===== src/rtl/branch_queue_if.sv =====
// ----------------------------------------------------------------------------
// branch_queue_if
//   Bundles every branch_queue signal except clock and reset.
//   master : the environment side (decode, branch unit, commit, flush source)
//   slave  : the branch queue itself
//   Groups:
//     push_*   decode allocates a control-flow uop; push_bqid_o is the slot it gets
//     res_*    branch unit reports the actual outcome of a slot
//     commit   retire the head slot
//     flush    global flush, empties the queue
//     squash_* one-cycle misprediction redirect toward the front end
//     empty_o  queue holds no in-flight branches
// ----------------------------------------------------------------------------
interface branch_queue_if #(
    parameter int NR_ENTRIES = 8,
    parameter int ID_W       = 8,
    parameter int PC_W       = 64,
    parameter int BQID_W     = $clog2(NR_ENTRIES)
);
    logic              push_valid_i;
    logic              push_ready_o;
    logic [PC_W-1:0]   push_pc_i;
    logic [ID_W-1:0]   push_id_i;
    logic              push_bp_taken_i;
    logic [PC_W-1:0]   push_bp_pcnext_i;
    logic [BQID_W-1:0] push_bqid_o;

    logic              res_valid_i;
    logic [BQID_W-1:0] res_bqid_i;
    logic              res_taken_i;
    logic [PC_W-1:0]   res_target_i;

    logic              commit_valid_i;
    logic              flush_i;

    logic              squash_valid_o;
    logic [ID_W-1:0]   squash_id_o;
    logic [PC_W-1:0]   squash_pc_o;
    logic              empty_o;

    modport master (
        output push_valid_i, push_pc_i, push_id_i, push_bp_taken_i, push_bp_pcnext_i,
        output res_valid_i, res_bqid_i, res_taken_i, res_target_i,
        output commit_valid_i, flush_i,
        input  push_ready_o, push_bqid_o,
        input  squash_valid_o, squash_id_o, squash_pc_o, empty_o
    );

    modport slave (
        input  push_valid_i, push_pc_i, push_id_i, push_bp_taken_i, push_bp_pcnext_i,
        input  res_valid_i, res_bqid_i, res_taken_i, res_target_i,
        input  commit_valid_i, flush_i,
        output push_ready_o, push_bqid_o,
        output squash_valid_o, squash_id_o, squash_pc_o, empty_o
    );
endinterface


===== src/rtl/branch_queue.sv =====
// ----------------------------------------------------------------------------
// branch_queue
//   Circular queue of in-flight control-flow uops, from decode allocation to
//   commit. Compares branch-unit outcomes against the recorded prediction and,
//   on a misprediction, truncates every younger entry and emits a one-cycle
//   squash (branch id + redirect PC) on the following cycle.
//   Ports:
//     clk   rising-edge clock
//     rstn  asynchronous active-low reset
//     bq    branch_queue_if.slave (push / resolve / commit / flush / squash)
// ----------------------------------------------------------------------------
module branch_queue #(
    parameter int NR_ENTRIES = 8,
    parameter int ID_W       = 8,
    parameter int PC_W       = 64,
    parameter int BQID_W     = $clog2(NR_ENTRIES)
) (
    input  logic           clk,
    input  logic           rstn,
    branch_queue_if.slave  bq
);
    typedef logic [ID_W-1:0] id_t;
    typedef logic [PC_W-1:0] pc_t;

    localparam int PTR_W = BQID_W + 1;

    // Pointers carry an extra wrap bit so full and empty are distinguishable.
    logic [PTR_W-1:0]  head_reg, head_next;
    logic [PTR_W-1:0]  tail_reg, tail_next;
    logic [BQID_W-1:0] head_idx, tail_idx;
    logic              full, empty;

    logic [NR_ENTRIES-1:0] valid_vec;
    logic [NR_ENTRIES-1:0] resolved_vec;
    pc_t                   pc_vec        [NR_ENTRIES];
    id_t                   id_vec        [NR_ENTRIES];
    logic [NR_ENTRIES-1:0] bp_taken_vec;
    pc_t                   bp_pcnext_vec [NR_ENTRIES];

    logic squash_valid_reg;
    id_t  squash_id_reg;
    pc_t  squash_pc_reg;

    logic              res_ok, mispredict, mis_fire;
    logic              push_fire, commit_fire;
    logic [BQID_W-1:0] res_dist;
    logic [PTR_W-1:0]  branch_ptr;
    pc_t               redirect_pc;

    assign head_idx = head_reg[BQID_W-1:0];
    assign tail_idx = tail_reg[BQID_W-1:0];
    assign empty    = (head_reg == tail_reg);
    assign full     = (head_idx == tail_idx) && (head_reg[BQID_W] != tail_reg[BQID_W]);

    assign bq.push_ready_o   = ~full;
    assign bq.push_bqid_o    = tail_idx;
    assign bq.empty_o        = empty;
    assign bq.squash_valid_o = squash_valid_reg;
    assign bq.squash_id_o    = squash_id_reg;
    assign bq.squash_pc_o    = squash_pc_reg;

    // A resolve only counts against a live entry that has not been resolved yet;
    // this also filters stale resolves for entries already truncated.
    assign res_ok = bq.res_valid_i && valid_vec[bq.res_bqid_i] && !resolved_vec[bq.res_bqid_i];

    assign mispredict = (bq.res_taken_i != bp_taken_vec[bq.res_bqid_i]) ||
                        (bq.res_taken_i && (bq.res_target_i != bp_pcnext_vec[bq.res_bqid_i]));

    assign redirect_pc = bq.res_taken_i ? bq.res_target_i : (pc_vec[bq.res_bqid_i] + pc_t'(4));

    // Flush outranks everything, including cancelling the squash it would raise.
    assign mis_fire    = res_ok && mispredict && !bq.flush_i;
    assign commit_fire = bq.commit_valid_i && !empty && !bq.flush_i;
    // Pushes are younger than any branch mispredicting now, and decode is being
    // squashed while the pulse is out, so both cases drop the push.
    assign push_fire   = bq.push_valid_i && !full && !squash_valid_reg && !mis_fire && !bq.flush_i;

    // Age of the resolving entry relative to the head; index arithmetic wraps
    // naturally because the depth is a power of two. Rebuilding the full pointer
    // from head keeps the wrap bit of the truncated tail consistent.
    assign res_dist   = bq.res_bqid_i - head_idx;
    assign branch_ptr = head_reg + {1'b0, res_dist};

    always_comb begin
        head_next = head_reg;
        tail_next = tail_reg;
        if (bq.flush_i) begin
            head_next = '0;
            tail_next = '0;
        end else begin
            if (commit_fire) begin
                head_next = head_reg + PTR_W'(1);
            end
            if (mis_fire) begin
                tail_next = branch_ptr + PTR_W'(1);
            end else if (push_fire) begin
                tail_next = tail_reg + PTR_W'(1);
            end
        end
    end

    always_ff @(posedge clk or negedge rstn) begin
        if (!rstn) begin
            head_reg <= '0;
            tail_reg <= '0;
        end else begin
            head_reg <= head_next;
            tail_reg <= tail_next;
        end
    end

    for (genvar gi = 0; gi < NR_ENTRIES; gi++) begin : g_entry
        logic [BQID_W-1:0] age;
        logic              hit_push, hit_commit, hit_res, kill;
        logic              valid_reg, resolved_reg, bp_taken_reg;
        pc_t               pc_reg, bp_pcnext_reg;
        id_t               id_reg;

        assign age        = BQID_W'(gi) - head_idx;
        assign kill       = mis_fire && (age > res_dist);
        assign hit_push   = push_fire && (tail_idx == BQID_W'(gi));
        assign hit_commit = commit_fire && (head_idx == BQID_W'(gi));
        assign hit_res    = res_ok && !bq.flush_i && (bq.res_bqid_i == BQID_W'(gi));

        always_ff @(posedge clk or negedge rstn) begin
            if (!rstn) begin
                valid_reg     <= 1'b0;
                resolved_reg  <= 1'b0;
                bp_taken_reg  <= 1'b0;
                pc_reg        <= '0;
                bp_pcnext_reg <= '0;
                id_reg        <= '0;
            end else if (bq.flush_i) begin
                valid_reg    <= 1'b0;
                resolved_reg <= 1'b0;
            end else if (hit_push) begin
                valid_reg     <= 1'b1;
                resolved_reg  <= 1'b0;
                bp_taken_reg  <= bq.push_bp_taken_i;
                pc_reg        <= bq.push_pc_i;
                bp_pcnext_reg <= bq.push_bp_pcnext_i;
                id_reg        <= bq.push_id_i;
            end else begin
                if (kill || hit_commit) begin
                    valid_reg <= 1'b0;
                end
                if (hit_res) begin
                    resolved_reg <= 1'b1;
                end
            end
        end

        assign valid_vec[gi]     = valid_reg;
        assign resolved_vec[gi]  = resolved_reg;
        assign bp_taken_vec[gi]  = bp_taken_reg;
        assign pc_vec[gi]        = pc_reg;
        assign bp_pcnext_vec[gi] = bp_pcnext_reg;
        assign id_vec[gi]        = id_reg;
    end

    always_ff @(posedge clk or negedge rstn) begin
        if (!rstn) begin
            squash_valid_reg <= 1'b0;
            squash_id_reg    <= '0;
            squash_pc_reg    <= '0;
        end else begin
            squash_valid_reg <= mis_fire;
            if (mis_fire) begin
                squash_id_reg <= id_vec[bq.res_bqid_i];
                squash_pc_reg <= redirect_pc;
            end
        end
    end

    // Commit may only retire a head that is resolved, or being resolved now.
    commit_head_resolved: assert property (@(posedge clk) disable iff (!rstn)
        (bq.commit_valid_i && !bq.flush_i) |->
            (!empty && (resolved_vec[head_idx] || (res_ok && (bq.res_bqid_i == head_idx)))));

endmodule


===== src/flat_wrapper.sv =====
// flat-port wrapper written by rule: the top's interface ports become plain ports
module branch_queue_flat 
#(
    parameter int NR_ENTRIES = 8,
    parameter int ID_W       = 8,
    parameter int PC_W       = 64,
    parameter int BQID_W     = $clog2(NR_ENTRIES)
)
  (clk, rstn, bq_push_valid_i, bq_push_pc_i, bq_push_id_i, bq_push_bp_taken_i, bq_push_bp_pcnext_i, bq_res_valid_i, bq_res_bqid_i, bq_res_taken_i, bq_res_target_i, bq_commit_valid_i, bq_flush_i, bq_push_ready_o, bq_push_bqid_o, bq_squash_valid_o, bq_squash_id_o, bq_squash_pc_o, bq_empty_o);
  branch_queue_if #(.NR_ENTRIES(NR_ENTRIES), .ID_W(ID_W), .PC_W(PC_W), .BQID_W(BQID_W)) bq_i ();
  input  logic clk;
  input  logic rstn;
  input wire logic [$bits(bq_i.push_valid_i)-1:0] bq_push_valid_i;
  input wire logic [$bits(bq_i.push_pc_i)-1:0] bq_push_pc_i;
  input wire logic [$bits(bq_i.push_id_i)-1:0] bq_push_id_i;
  input wire logic [$bits(bq_i.push_bp_taken_i)-1:0] bq_push_bp_taken_i;
  input wire logic [$bits(bq_i.push_bp_pcnext_i)-1:0] bq_push_bp_pcnext_i;
  input wire logic [$bits(bq_i.res_valid_i)-1:0] bq_res_valid_i;
  input wire logic [$bits(bq_i.res_bqid_i)-1:0] bq_res_bqid_i;
  input wire logic [$bits(bq_i.res_taken_i)-1:0] bq_res_taken_i;
  input wire logic [$bits(bq_i.res_target_i)-1:0] bq_res_target_i;
  input wire logic [$bits(bq_i.commit_valid_i)-1:0] bq_commit_valid_i;
  input wire logic [$bits(bq_i.flush_i)-1:0] bq_flush_i;
  output wire logic [$bits(bq_i.push_ready_o)-1:0] bq_push_ready_o;
  output wire logic [$bits(bq_i.push_bqid_o)-1:0] bq_push_bqid_o;
  output wire logic [$bits(bq_i.squash_valid_o)-1:0] bq_squash_valid_o;
  output wire logic [$bits(bq_i.squash_id_o)-1:0] bq_squash_id_o;
  output wire logic [$bits(bq_i.squash_pc_o)-1:0] bq_squash_pc_o;
  output wire logic [$bits(bq_i.empty_o)-1:0] bq_empty_o;
  assign bq_i.push_valid_i = bq_push_valid_i;
  assign bq_i.push_pc_i = bq_push_pc_i;
  assign bq_i.push_id_i = bq_push_id_i;
  assign bq_i.push_bp_taken_i = bq_push_bp_taken_i;
  assign bq_i.push_bp_pcnext_i = bq_push_bp_pcnext_i;
  assign bq_i.res_valid_i = bq_res_valid_i;
  assign bq_i.res_bqid_i = bq_res_bqid_i;
  assign bq_i.res_taken_i = bq_res_taken_i;
  assign bq_i.res_target_i = bq_res_target_i;
  assign bq_i.commit_valid_i = bq_commit_valid_i;
  assign bq_i.flush_i = bq_flush_i;
  assign bq_push_ready_o = bq_i.push_ready_o;
  assign bq_push_bqid_o = bq_i.push_bqid_o;
  assign bq_squash_valid_o = bq_i.squash_valid_o;
  assign bq_squash_id_o = bq_i.squash_id_o;
  assign bq_squash_pc_o = bq_i.squash_pc_o;
  assign bq_empty_o = bq_i.empty_o;
  branch_queue #(.NR_ENTRIES(NR_ENTRIES), .ID_W(ID_W), .PC_W(PC_W), .BQID_W(BQID_W)) u_core (.clk(clk), .rstn(rstn), .bq(bq_i));
endmodule

===== config.mk =====
export PLATFORM = sky130hd
export DESIGN_NAME = branch_queue_flat
export DESIGN_NICKNAME = d
export VERILOG_FILES = /design/src/rtl/branch_queue_if.sv /design/src/rtl/branch_queue.sv /design/src/flat_wrapper.sv
export SDC_FILE = /design/constraint.sdc
export NUM_CORES = 2
export LEC_CHECK = 0
export CAP_MARGIN = 20
export CORE_MARGIN = 2
export CORE_UTILIZATION = 35
export CTS_CLUSTER_DIAMETER = 100
export DETAILED_ROUTE_END_ITERATION = 8
export SYNTH_ARGS = -nofsm -noshare
export SYNTH_HDL_FRONTEND = slang
export SYNTH_SLANG_ARGS = --single-unit

===== constraint.sdc =====
create_clock -name clk -period 4.8 [get_ports clk]
set_input_delay 0.72 -clock clk [delete_from_list [all_inputs] [get_ports clk]]
set_output_delay 0.72 -clock clk [all_outputs]
set_load 0.005 [all_outputs]

==> Yosys cells after proc, flatten, opt, wreduce, memory -nomap -nowiden <==
Index checks and enable logic that the tools add are counted.
{ "totals": {"register_bits": 1193, "wordCells": 264} }
{ "classes": {"bitwise": 3, "n_mux": 69, "addsub": 14, "eq_ne": 26, "reduce_logical": 89, "n_lt_le_gt_ge": 10} }
{ "op_table": {"columns": ["op", "n"], "rows": [
  ["binary-select mux 64 bit (select 3 bit)", 2],
  ["two-way mux 64 bit", 5],
  ["adder 64 x 3 -> 64 bit, second input constant", 1],
  ["inequality test 64 bit", 1],
  ["two-way mux 1 bit", 51],
  ["nonzero test 3 bit", 17],
  ["logical AND 1 bit", 45],
  ["== test 3 bit, second input constant", 12],
  ["binary-select mux 8 bit (select 3 bit)", 1],
  ["greater-than comparator 3 bit", 8],
  ["two-way mux 4 bit", 5],
  ["== test 3 x 2 -> 1 bit, second input constant", 6],
  ["two-way mux 8 bit", 2],
  ["AND reduction 2 bit", 8],
  ["adder 4 x 1 -> 4 bit, second input constant", 3],
  ["subtractor 3 bit, first input constant", 4],
  ["binary-select mux 1 bit (select 3 bit)", 3],
  ["== test 3 x 1 -> 1 bit, second input constant", 3],
  ["zero test 3 bit", 3],
  ["logical OR 1 bit", 9],
  ["zero test 1 bit", 6],
  ["subtractor 1 x 3 -> 3 bit, first input constant", 2],
  ["subtractor 2 x 3 -> 3 bit, first input constant", 2],
  ["adder 4 x 3 -> 4 bit", 1],
  ["other kinds (9)", 11]
]} }

==> Longest topological paths before layout <==
{ "logic_depth": {"word_depth": 15, "ltp_mapped": 18, "mapped_depth_nobuf": 12} }

==> Least setup slack after synthesis <==
Ideal clock, no wire load.
{ "synth_path": {"path_kind": "in2reg", "start": "input port bq_res_bqid_i[2]", "end": "register u_core.g_entry[1].bp_pcnext_reg[0]", "setup_slack_ps": 747, "arrival_ps": 3926, "cell_stages": 16, "n_path_buf": 7, "setup_ps": 127, "path_cell_list": "buf_2 buf_4 inv_2 buf_2 clkbuf_1 o221ai_1 a22oi_1 xnor2_1 nand4_1 nor4_1 nand4_1 buf_2 a21oi_2 buf_4 buf_6 mux2_1"} }
{ "synth_via": {"elab_chain_cells": 14, "word_cells_on_any_way": 24, "classes_between": "eq/ne: 2; mux: 9; bitwise: 1; reduce/logical: 12"} }
{ "synth_rtl": {"columns": ["element", "line", "rtl"], "rows": [
  ["start, declared", "flat_wrapper.sv:19", "input wire logic [$bits(bq_i.res_bqid_i)-1:0] bq_res_bqid_i;"],
  ["inverter 3 -> 4 bit (implied by the code)", "branch_queue.sv:67", "(bq.res_taken_i && (bq.res_target_i != bp_pcnext_vec[bq.res_bqid_i]));"],
  ["binary-select mux 64 bit (select 3 bit)", "branch_queue.sv:67", null],
  ["two-way mux 64 bit (implied by the code) (2 in a row)", "branch_queue.sv:67", null],
  ["inequality test 64 bit", "branch_queue.sv:67", null],
  ["logical AND 1 bit", "branch_queue.sv:67", null],
  ["logical OR 1 bit", "branch_queue.sv:66", "assign mispredict = (bq.res_taken_i != bp_taken_vec[bq.res_bqid_i]) ||"],
  ["logical AND 1 bit (*) (2 in a row)", "branch_queue.sv:72", "assign mis_fire = res_ok && mispredict && !bq.flush_i;"],
  ["zero test 1 bit (*)", "branch_queue.sv:76", "assign push_fire = bq.push_valid_i && !full && !squash_valid_reg && !mis_fire && !bq.flush_i;"],
  ["logical AND 1 bit (*) (2 in a row)", "branch_queue.sv:76", null],
  ["logical AND 1 bit (*)", "branch_queue.sv:121", "assign hit_push = push_fire && (tail_idx == BQID_W'(gi));"],
  ["AND reduction 2 bit (no source line) (*)", null, null],
  ["end signal, assigned", "branch_queue.sv:141", "bp_pcnext_reg <= bq.push_bp_pcnext_i;"],
  ["end, declared", "branch_queue.sv:116", "pc_t pc_reg, bp_pcnext_reg;"]
]} }
Every way passes the cells marked *; elsewhere a longest branch is shown, timed or not. The select of a mux whose other input is x is not followed.
A chain may end at the register's enable or synchronous reset.

==> Worst setup path after layout <==
{ "layout_path": {"start": "register u_core.g_entry[0].bp_pcnext_reg[52]", "end": "register u_core.g_entry[1].pc_reg[28]"} }
{ "layout_via": {"elab_chain_cells": 13} }
{ "layout_rtl": {"columns": ["element", "line", "rtl"], "rows": [
  ["start, declared", "branch_queue.sv:116", null],
  ["start signal, assigned", "branch_queue.sv:141", null],
  ["binary-select mux 64 bit (select 3 bit)", "branch_queue.sv:67", null],
  ["two-way mux 64 bit (implied by the code) (2 in a row)", "branch_queue.sv:67", null],
  ["inequality test 64 bit", "branch_queue.sv:67", null],
  ["logical AND 1 bit", "branch_queue.sv:67", null],
  ["logical OR 1 bit", "branch_queue.sv:66", null],
  ["logical AND 1 bit (2 in a row)", "branch_queue.sv:72", null],
  ["zero test 1 bit", "branch_queue.sv:76", null],
  ["logical AND 1 bit (2 in a row)", "branch_queue.sv:76", null],
  ["logical AND 1 bit", "branch_queue.sv:121", null],
  ["AND reduction 2 bit (no source line)", null, null],
  ["end signal, assigned", "branch_queue.sv:140", "pc_reg <= bq.push_pc_i;"],
  ["end, declared", "branch_queue.sv:116", null]
]} }
No other way between the ends. The select of a mux whose other input is x is not followed.

==> out/metrics.csv <==
stage,metric,value,unit
power_and_ir_drop,Switching Share,27.2,%
sta,period utilization,91.4,%
worst_setup_path,cells along the critical path,mux4_2 -> mux2i_1 -> buf_4 -> xnor2_1 -> nor4_1 -> nand2_1 -> nor4_1 -> buf_4 -> nand4_1 -> buf_12 -> a21oi_4 -> buf_12 -> buf_12 -> mux2_1,
clock_tree,TritonCTS clock tree,built,
route,initial drt markers,3086,
sta,"Hold Vio Cnt, Final",9,
floorplanning,Die X,407,um
power_and_ir_drop,maximum VDD drop,0.392,mV
synthesis,ys flop type,dfrtp_1,
global_route,number of global-route vias before repair,38600,
power_and_ir_drop,Seq pwr share,44.8,%
route,Routed WL,187000,um
sta,relative slew slack,14.0,%
floorplanning,total die area,166000,um^2
global_route,initial antenna violation count,29,
floorplanning,Die Height,407,um
clock_tree,post-CTS setup buffer count,0,
run_status,failing checks,negative hold slack,
synthesis,"Net Count, Synth",4274,
sta,clock skew,0.0297,ns
worst_setup_path,critical path required time,5.44,ns
cells_and_area,Layout Nets,4871,
cells_and_area,fin util,43.3,%
placed_design,Placed Cells,6663,
synthesis,Syn Std Cell Area,56900,um^2
floorplanning,Initial Utilization,35.1,%
placed_design,HPWL after DPL,133000,um
cells_and_area,share of post-route cells with drive strength above 1,37.1,%
floorplanning,# IOs,289,
placed_design,IO buf count,288,
sta,max frequency,228,MHz
synthesis,Yosys reg bits,1193,
synthesis,"FFs w/ async S/R, synth",100,%
worst_setup_path,Worst EP arrival,5.02,ns
clock_tree,largest buffer count on any clock path,3,
worst_setup_path,Worst Setup Start Kind,flop,
worst_setup_path,Worst R2R Setup Slack,0.41,ns
power_and_ir_drop,leak pwr,0.0321,uW
clock_tree,Clock transition at path regs,0.06,ns
power_and_ir_drop,Cell Int Power,21500,uW
route,Pre-antenna DRT Iters,5,
power_and_ir_drop,total power,29500,uW
clock_tree,PostCTS Resize Cnt,0,
run_status,status,finished with violations,
floorplanning,Core ar.,162000,um^2
cells_and_area,"commonest non-fill, non-tap cell in the layout",dfrtp_1,
worst_hold_path,Min-Delay Path Class,primary input to async pin,
synthesis,syn avg cell area,14.1,um^2
sta,RSZ-0062 raised after global routing,false,
flow_run,max-cap violation count,0,
power_and_ir_drop,Net Sw Power,8020,uW
worst_setup_path,"most used cell, CP",buf_12,
sta,hold_ws,-0.0338,ns
worst_setup_path,Setup crit end kind,flop,
cells_and_area,Area Overhead vs Synth,23.3,%
sta,final setup fails,0,
clock_tree,Num Clock Sinks,1193,
route,routed via count,37600,
placed_design,GPL Wtd Cong,0.873,
power_and_ir_drop,Pwr Density,420,nW/um^2
global_route,Global Route Usage Sum,22.2,%
synthesis,"EDFF count, synth",0,
global_route,GRT overflow,0,
global_route,first-pass GRT wire length,272000,um
sta,Pins Over Slew Limit,0,
power_and_ir_drop,Clock Power Share,35.3,%
route,WL/cell,27.0,um
sta,Tmin final,4.39,ns
clock_tree,H-tree depth,4,
synthesis,Mapped Cells,4027,
global_route,largest net degree at the start of global routing,113,
clock_tree,cts hold-fix bufs,0,
worst_setup_path,CP Class,flop to flop,
synthesis,YS warnings,0,
route,DRC viols,0,
clock_tree,Root Driver,clkbuf_16,
clock_tree,cts bufs inserted,134,
power_and_ir_drop,Gate power share,19.9,%
route,Routed Antenna Nets,0,
cells_and_area,"commonest non-fill, non-tap cells in the layout","dfrtp_1, mux2_2, buf_4",
worst_setup_path,Crit-path slowest cell,nor4_1,
worst_setup_path,max incr delay on CP,0.56,ns
clock_tree,Clock Latency Late Sink,0.78,ns
floorplanning,row cnt,148,
worst_setup_path,crit-path max FO,16,
synthesis,Synth cell types,83,
sta,worst slew pin tran,1.29,ns
route,Via density,5.45,
synthesis,sequential share of the synthesized area,52.4,%
cells_and_area,Final Non-Filler Cells,6909,
## final timing paths
check	from	end	cells past startpoint
worst max-delay path	u_core.g_entry[0].bp_pcnext_reg[52]	u_core.g_entry[1].pc_reg[28]	14
min in group clk	u_core.g_entry[6].pc_reg[47]	u_core.g_entry[6].pc_reg[47]	1
worst min-delay path	rstn	u_core.g_entry[4].pc_reg[37]	1
max in group asynchronous	rstn	u_core.g_entry[7].id_reg[3]	2
worst max register to register	u_core.g_entry[0].bp_pcnext_reg[52]	u_core.g_entry[1].pc_reg[28]	14
worst min register to register	u_core.g_entry[6].pc_reg[47]	u_core.g_entry[6].pc_reg[47]	1
## synthesized netlist by cell type (51+ instances only)
library cell / n / share of area [%]
mux2_2: 906 / 18
buf_6: 51 / 1.0
dfrtp_1: 1193 / 52
nor2_1: 53 / 0.35
o21ai_0: 58 / 0.51
a21oi_1: 63 / 0.55
nand2_1: 145 / 0.96
mux4_2: 138 / 5.5
mux2i_1: 173 / 3.0
o22ai_1: 63 / 0.69
mux2_1: 326 / 6.4
xor2_1: 53 / 0.82
buf_2: 130 / 1.1
## cell type report
class                           count  area (um^2)
Fill cell                       14800        92000
Sequential cell                  1193        29900
Timing Repair Buffer              740         7790
Antenna cell                        5         12.5
Tap cell                         2175         2720
Clock inverter                     39          445
Multi-Input combinational cell   2514        25200
Clock buffer                      202         3990
Inverter                           41          158
## kinds of logic after synthesis
kind of cell             share of synthesized area [%]
AO/OA/AOI/OAI                                     5.08
XOR/XNOR                                          1.49
adder cells (fa/ha/maj)                          0.817
buffers and inverters                             3.44
AND/OR/NAND/NOR                                   3.87
flip-flops                                        52.4
multiplexers                                      32.9
## per-stage QoR
stage               worst slack, ns  area (um^2)  TNS [ns]
floorplan                     0.747        56900         0
global placement             -0.335        65800   -291.47
detailed placement           -0.325        65800   -274.59
CTS                           0.449        70200         0
global route                  0.396        70200         0
finish                        0.415        70200         0
## critical path, delay by kind of cell (launching register included)
| family | cells | cell delay (ns) |
|---|---|---|
| flip-flops | 1 | 0.39 |
| XOR/XNOR | 1 | 0.19 |
| AND/OR/NAND/NOR | 4 | 1.38 |
| multiplexers | 3 | 0.96 |
| AO/OA/AOI/OAI | 1 | 0.24 |
| buffers and inverters | 5 | 1.05 |
## power by group through the flow
stage / sequential (uW) / clock [uW] / combinational [uW]
after global placement: 13300 / 0 / 5730
after CTS: 13200 / 10600 / 5890
final: 13200 / 10400 / 5870
after floorplan: 13000 / 0 / 3620
after global routing: 13400 / 11000 / 6310
after detailed placement: 13400 / 0 / 5870
## routing by layer
layer  share of wire (%)  GRT usage (%)  vias to the layer above  wire length, um
met4                 2.6           6.37                       28             4870
met3                 7.5           5.42                      244            14100
li1                    -              -                    16200                -
met1                  44           30.8                    20000            82300
met2                  46           34.5                     1165            85300
met5               0.092              0                        -              172
Note: power is estimated with default switching activity, not from simulation.
